===== src/rtl/iq_demod_dump.sv =====
// Lock-in I/Q demodulator: multiplies samples by the DDS sin/cos references, integrates over
// 2^n_log2 valid samples and dumps the mean. Define IQ_DEMOD_SAT_EN to saturate the outputs.
module iq_demod_dump #(
    parameter int DATA_W     = 16,
    parameter int LOG2_N_MAX = 16,
    parameter int ACC_W      = 48
) (
    input  logic                     clk,
    input  logic                     rst,
    input  logic                     en,
    input  logic [4:0]               n_log2,
    input  logic                     sync_in,
    input  logic                     sig_valid,
    input  logic signed [DATA_W-1:0] sig_in,
    input  logic signed [DATA_W-1:0] sin_ref,
    input  logic signed [DATA_W-1:0] cos_ref,
    output logic signed [DATA_W-1:0] i_out,
    output logic signed [DATA_W-1:0] q_out,
    output logic                     out_valid,
    output logic                     busy
);
    // state | meaning
    // IDLE  | disabled, everything cleared
    // ARM   | enabled, waiting for the DDS phase-wrap pulse
    // ACCUM | integrating windows back to back
    typedef enum logic [1:0] {IDLE, ARM, ACCUM} state_t;

    localparam int PW    = 2 * DATA_W;
    localparam int CNT_W = LOG2_N_MAX;

    state_t                  state;
    logic [4:0]              n_q;
    logic [4:0]              n_clamp;
    logic [CNT_W-1:0]        cnt;
    logic                    accept;
    logic                    win_first;
    logic                    win_last;

    logic                    v1, first1, last1, done2;
    logic [4:0]              n1, n2;
    logic signed [PW-1:0]    prod_i, prod_q;
    logic signed [ACC_W-1:0] acc_i, acc_q;

    // Down-counter reload value: samples remaining in the window minus one.
    function automatic logic [CNT_W-1:0] tc_load(input logic [4:0] n);
        logic [CNT_W:0] w;
        w = (CNT_W+1)'(1) << n;
        return CNT_W'(w - (CNT_W+1)'(1));
    endfunction

    function automatic logic signed [DATA_W-1:0] to_out(input logic signed [ACC_W-1:0] v);
`ifdef IQ_DEMOD_SAT_EN
        if (v[ACC_W-1:DATA_W-1] != {(ACC_W-DATA_W+1){v[ACC_W-1]}})
            return v[ACC_W-1] ? {1'b1, {(DATA_W-1){1'b0}}} : {1'b0, {(DATA_W-1){1'b1}}};
        return v[DATA_W-1:0];
`else
        return DATA_W'(v);
`endif
    endfunction

    always_comb begin
        n_clamp = n_log2;
        if (32'(n_log2) > LOG2_N_MAX)
            n_clamp = 5'(LOG2_N_MAX);
    end

    assign accept    = en && sig_valid && (state == ACCUM || (state == ARM && sync_in));
    assign win_first = (cnt == tc_load(n_q));
    assign win_last  = (cnt == '0);

    always_ff @(posedge clk or negedge rst) begin
        if (!rst) begin
            state <= IDLE;
            n_q   <= '0;
            cnt   <= '0;
            busy  <= 1'b0;
        end else if (!en) begin
            state <= IDLE;
            n_q   <= '0;
            cnt   <= '0;
            busy  <= 1'b0;
        end else begin
            case (state)
                IDLE: begin
                    state <= ARM;
                    n_q   <= n_clamp;
                    cnt   <= tc_load(n_clamp);
                end
                ARM: begin
                    if (sync_in) begin
                        state <= ACCUM;
                        busy  <= 1'b1;
                    end
                end
                ACCUM: ;
                default: begin
                    state <= IDLE;
                    busy  <= 1'b0;
                end
            endcase
            if (accept) begin
                if (win_last) begin
                    n_q <= n_clamp;
                    cnt <= tc_load(n_clamp);
                end else begin
                    cnt <= cnt - CNT_W'(1);
                end
            end
        end
    end

    // Three-stage datapath: product, accumulate, scale/dump.
    always_ff @(posedge clk or negedge rst) begin
        if (!rst) begin
            v1        <= 1'b0;
            first1    <= 1'b0;
            last1     <= 1'b0;
            n1        <= '0;
            prod_i    <= '0;
            prod_q    <= '0;
            done2     <= 1'b0;
            n2        <= '0;
            acc_i     <= '0;
            acc_q     <= '0;
            out_valid <= 1'b0;
            i_out     <= '0;
            q_out     <= '0;
        end else if (!en) begin
            v1        <= 1'b0;
            done2     <= 1'b0;
            acc_i     <= '0;
            acc_q     <= '0;
            out_valid <= 1'b0;
        end else begin
            v1     <= accept;
            first1 <= win_first;
            last1  <= win_last;
            n1     <= n_q;
            if (accept) begin
                prod_i <= PW'(sig_in) * PW'(sin_ref);
                prod_q <= PW'(sig_in) * PW'(cos_ref);
            end
            done2 <= v1 && last1;
            n2    <= n1;
            if (v1) begin
                acc_i <= first1 ? ACC_W'(prod_i) : acc_i + ACC_W'(prod_i);
                acc_q <= first1 ? ACC_W'(prod_q) : acc_q + ACC_W'(prod_q);
            end
            out_valid <= done2;
            if (done2) begin
                i_out <= to_out((acc_i >>> n2) >>> (DATA_W-1));
                q_out <= to_out((acc_q >>> n2) >>> (DATA_W-1));
            end
        end
    end
endmodule


===== config.mk =====
export PLATFORM = sky130hd
export DESIGN_NAME = iq_demod_dump
export DESIGN_NICKNAME = d
export VERILOG_FILES = /design/src/rtl/iq_demod_dump.sv
export SDC_FILE = /design/constraint.sdc
export NUM_CORES = 2
export LEC_CHECK = 0
export BUFFER_PORTS_ARGS = -buffer_cell sky130_fd_sc_hd__buf_2
export CELL_PAD_IN_SITES_DETAIL_PLACEMENT = 0
export CELL_PAD_IN_SITES_GLOBAL_PLACEMENT = 1
export CORE_ASPECT_RATIO = 1.5
export CORE_MARGIN = 3
export CORE_UTILIZATION = 33
export DETAILED_ROUTE_END_ITERATION = 6
export PLACE_DENSITY = 0.7
export SLEW_MARGIN = 40
export SYNTH_ARGS = -nofsm -noshare
export SYNTH_HDL_FRONTEND = slang
export SYNTH_SLANG_ARGS = --single-unit
export TNS_END_PERCENT = 50

===== constraint.sdc =====
create_clock -name clk -period 7.45 [get_ports clk]
set_clock_uncertainty 0.15 [all_clocks]
set_input_delay 0.3725 -clock clk [delete_from_list [all_inputs] [get_ports clk]]
set_output_delay 0.3725 -clock clk [all_outputs]
set_load 0.005 [all_outputs]

=== Word level (Yosys, flattened, before mapping) ===
Cells that the tools add are included.

* Add/subtract/negate cells: 5
* $mul: 2
* Magnitude comparators: 1
* Equality and inequality tests: 8
* Shift operators: 4
* Muxes and demuxes: 24
* Reduce and logical (&&, ||, !) cells: 12

{| class="wikitable"
|+ Operators with widths
! kind !! count
|-
| 2-to-1 mux 48 bit || 6
|-
| adder 48 x 32 -> 48 bit || 2
|-
| >>> shifter 48 x 5 -> 31 bit || 2
|-
| multiplier 16 x 16 -> 32 bit || 2
|-
| 2-to-1 mux 16 bit || 4
|-
| subtractor 16 x 1 -> 16 bit, second input constant || 3
|-
| left shift 1 x 5 -> 16 bit, first input constant || 2
|-
| 2-to-1 mux 5 bit || 5
|-
| equality test 16 bit || 1
|-
| logical NOT 16 bit || 1
|-
| AND reduction 2 bit || 4
|-
| one-hot mux 2 bit (3 select lines) || 1
|-
| > comparator 5 bit, second input constant || 1
|-
| 2-to-1 mux 1 bit || 5
|-
| logical AND 1 bit || 4
|-
| 2-to-1 mux 2 bit || 2
|-
| inequality test 2 bit, second input constant || 2
|-
| inequality test 3 x 1 -> 1 bit, second input constant || 1
|-
| inequality test 3 bit, second input constant || 1
|-
| equality test 2 x 1 -> 1 bit, second input constant || 1
|-
| equality test 2 bit, second input constant || 1
|-
| logical NOT 2 bit || 1
|-
| inequality test 2 x 1 -> 1 bit, second input constant || 1
|-
| one-hot mux 1 bit (2 select lines) || 1
|-
| 2 further kinds || 2
|}

* Register bits: 231
* Bits of input ports: 58
* Output and inout port bits: 34

=== Longest topological paths before layout ===
* Depth after elaboration: 7
* Mapped depth: 26

=== Worst setup path before layout ===
No wires, ideal clock.

* Kind: in2reg
* Start point: input sig_in[15]
* End point: register prod_i[31]
* Arrival: 6031 ps
* Required time: 7166 ps
* Slack: 1135 ps
* Stages on the path: 22
* Path through: clkbuf_1 nand2_1 inv_1 fa_1 fa_1 fa_1 fa_1 fa_1 inv_1 fa_1 inv_1 ha_1 a21o_1 a21o_1 a21o_1 a21oi_1 inv_1 a31oi_1 o21ai_0 o31ai_1 xnor2_1 o21ai_0

* Cells in the longest elaborated chain, start to end: 1

{| class="wikitable"
|+ Ends and longest elaborated chain
! item !! line !! source
|-
| from (decl) || 14 || <nowiki>input logic signed [DATA_W-1:0] sig_in,</nowiki>
|-
| multiplier 16 x 16 -> 32 bit || 140 || <nowiki>prod_i <= PW'(sig_in) * PW'(sin_ref);</nowiki>
|-
| to (signal assigned) || 140 ||
|-
| to (decl) || 41 || <nowiki>logic signed [PW-1:0] prod_i, prod_q;</nowiki>
|}

Every way passes these cells.
A chain may end at the register's enable or synchronous reset.

=== Worst setup path in the final report ===
* Start point: input sig_in[3]
* End point: register prod_i[31]

The elaborated chain is that of the path after synthesis.

==> flow_summary.yaml <==
worst_setup_path:
  crit_path_max_incr_delay_ps: 520
  crit_path_frequent_cell: "fa_1"
  start_kind: "input pin"
  worst_path_dominant_cell_family: "adder cells"
  critical_path.slowest_cell: "fa_1"
  crit_buf_inv: 6
  critPathCaptureType: "flip-flop"
  path_cells: "buf_2 -> buf_4 -> and2_1 -> fa_1 -> fa_1 -> ha_1 -> inv_1 -> fa_1 -> inv_1 -> fa_1 -> inv_1 -> fa_1 -> inv_1 -> ha_1 -> or3_1 -> a21oi_1 -> o31ai_1 -> o22ai_1 -> o31ai_1 -> a31oi_1 -> o21ai_0 -> o31ai_1 -> xnor2_1 -> o21ai_0"
  cp_max_fo: 19
  criticalPathCategory: "input pin to flip-flop"
  required_ps: 7740
  cp.arrival_ps: 6670
sta:
  rsz0062_at_grt: "no"
  worst_hold_slack_ps: 55.6
  fin_crit_sh_pct: 85.7
  slew_headroom_pct: 47.4
  worst_slew_pin_slew_ps: 786
  tns_ps: 0
  maxSlewViolCount: 0
  setup_viol: 0
  hold_violations: 0
  finalCriticalPeriod_ps: 6390
  clock.fmax_ghz: 0.157
layout:
  multi_input_area_sq_um: 28600
  layoutNonFillerInstCount: 5756
  num-fill-cells: 11800
  drive_gt1_share_pct: 7.21
  seqCellArea_sq_um: 5800
  syn_to_final_growth_pct: 7.52
  fin_area_sq_um: 40400
  nNetsFinal: 5127
drt:
  antenna_left: 0
  route.vias.total: 29700
  wirelength_um: 106000
  routedWlPerCell_um: 18.5
  detailedRoute.firstPassIterationCount: 5
  vias_per_cell: 5.15
  drc_errors: 0
  drt-initial-drc-count: 1390
global_route:
  gr-total-overflow: 0
  grt_antenna_before_repair: 3
  grt_pass1_wl_um: 173000
  grtUsageTotal_pct: 18.3
  first_global_vias: 31500
  grt_max_degree: 83
cts:
  path_clk_slew_ps: 60
  clock_latency_ps: 580
  cts_made_buffers: 27
  holdBufCountCts: 2
  cts.sinks: 231
  cts_tree: "done"
  htreeDepth: 1
  postCtsSetupBuffers: 0
  cts.repair.resized: 0
  cts_root_buf: "clkbuf_16"
  cts_max_path_buffers: 3
placed_design:
  dp.cells: 5704
  io_buffers: 91
  place_congestion: 0.887
  hpwl_um: 84700
  place_area_sq_um: 39500
synth:
  synth_area_sq_um: 37600
  synth_seq_cells: 231
  synth.area.top_cells: "fa_1 28%, dfrtp_1 15%, ha_1 8.7%, inv_1 6.3%, nand2_1 5.4%"
  synth.cells.most_frequent: "635 x inv_1, 538 x nand2_1, 526 x fa_1"
  postSynthCellCount: 4334
  synth_flop_cell: "dfrtp_1"
  yosys.area.top_type: "fa_1"
  yosysMostFrequentCell: "inv_1"
  synth_nets: 5179
  avgSynthCellArea_sq_um: 8.68
  ys_types: 86
  synthArstFlopShare_pct: 100
  synth_warnings: 0
  yosysSeqAreaShare_pct: 15.4
  yosys.area.top_type_share_pct: 28.0
  synth_edf_count: 0
floorplan:
  dieArea_sq_um: 118000
  die_x_um: 282
  num_rows: 151
  fp.dieH_um: 419
  pin_count: 92
  core_area_sq_um: 113000
  initial_core_util_pct: 33.3
power_and_ir_drop:
  p_leak_nw: 19.7
  p_per_area_nw_per_um2: 496
  swShare_pct: 53.2
  clkPwrFrac_pct: 7.1
  p_int_w: 0.00938
  pwr-share-comb_pct: 84.0
  vdd_drop_max_mv: 0.622
  p_seq_share_pct: 8.9
  p_sw_w: 0.0107
  total_power_w: 0.0201
worst_hold_path:
  min_path_type: "input pin to flip-flop"
outcome:
  outcome: "completed"
job:
  cap_violations: 0
metal layers:
metal  up-vias  track usage, %  wire length, um
li1      14000               -                -
met3       162           0.845             3000
met1     14900            21.8            43000
met5         -               0                9
met4         2            5.64             3340
met2       590            35.2            56900
path summary, 6_finish.rpt:
kind                                start         end  slack, ps  cells after the start
min in group asynchronous             rst    state[0]        160                      2
worst max register to register  prod_q[0]   acc_q[46]       3280                     14
worst min-delay path            n_log2[4]      n_q[4]         60                      3
worst min register to register  q_out[10]   q_out[10]        320                      2
max in group asynchronous             rst          v1       5670                      3
worst max-delay path            sig_in[3]  prod_i[31]       1060                     24
sequential cells by signal, summed over array words and instances, names as in the netlist:
| signal | flops |
|---|---|
| v1 | 1 |
| prod_q | 32 |
| prod_i | 32 |
| i_out | 16 |
| state | 2 |
| acc_q | 48 |
| q_out | 16 |
| acc_i | 48 |
| cnt | 16 |
| done2 | 1 |
| n1 | 5 |
| n2 | 5 |
| first1 | 1 |
| out_valid | 1 |
| n_q | 5 |
| last1 | 1 |
| busy | 1 |
final cells by class:
cell class	instances	area share, %
diodes	2	0.0124
inverters	636	5.90
multi-input cells	3239	70.7
clock buffers	31	1.76
flip-flops and latches	231	14.3
well taps	1453	4.50
clock inverters	17	0.514
repair buffers	147	2.29
per-stage QoR:
step / util (%) / setup slack, ps
after floorplan: - / 1130
after global placement: 34.9 / 461
after detailed placement: 34.9 / 428
after CTS: 35.8 / 1050
after global routing: 35.8 / 619
final: 35.8 / 1060
worst min-delay path, cell delays in order:
cell     delay (ps)
buf_2           180
a21oi_1         150
nor2_1           50
cells by family (layout without fill, tap and decap cells):
logic type | Yosys count | in the layout | synth area share [%]
adder cells (fa/ha/maj) | 787 | 787 | 36.7
other | 0 | 2 | 0
multiplexers | 129 | 129 | 4.87
AND/OR/NAND/NOR | 1232 | 1232 | 15.4
AO/OA/AOI/OAI | 931 | 931 | 15.3
flip-flops | 231 | 231 | 15.4
XOR/XNOR | 160 | 160 | 3.73
buffers and inverters | 864 | 831 | 8.66
power groups by stage:
| stage | Combinational (W) | Sequential (W) | Clock [W] |
|---|---|---|---|
| floorplan | 0.0126 | 0.00162 | 0 |
| global placement | 0.0169 | 0.00180 | 0 |
| detailed placement | 0.0170 | 0.00181 | 0 |
| CTS | 0.0171 | 0.00179 | 0.00148 |
| global route | 0.0193 | 0.00181 | 0.00152 |
| finish | 0.0169 | 0.00178 | 0.00143 |
layout by cell type, fill, tap and decap left out, drive strengths merged, types with 52 or more instances in the layout:
| cell type | netlist | layout |
|---|---|---|
| and2 | 256 | 256 |
| xnor2 | 96 | 96 |
| o21ai | 282 | 282 |
| buf | 27 | 145 |
| nor2 | 220 | 220 |
| inv | 635 | 637 |
| dfrtp | 231 | 231 |
| a21o | 98 | 98 |
| ha | 261 | 261 |
| nand2 | 539 | 539 |
| a21oi | 272 | 272 |
| o211ai | 52 | 52 |
| xor2 | 64 | 64 |
| fa | 526 | 526 |
(Power assumes the default switching activity.)
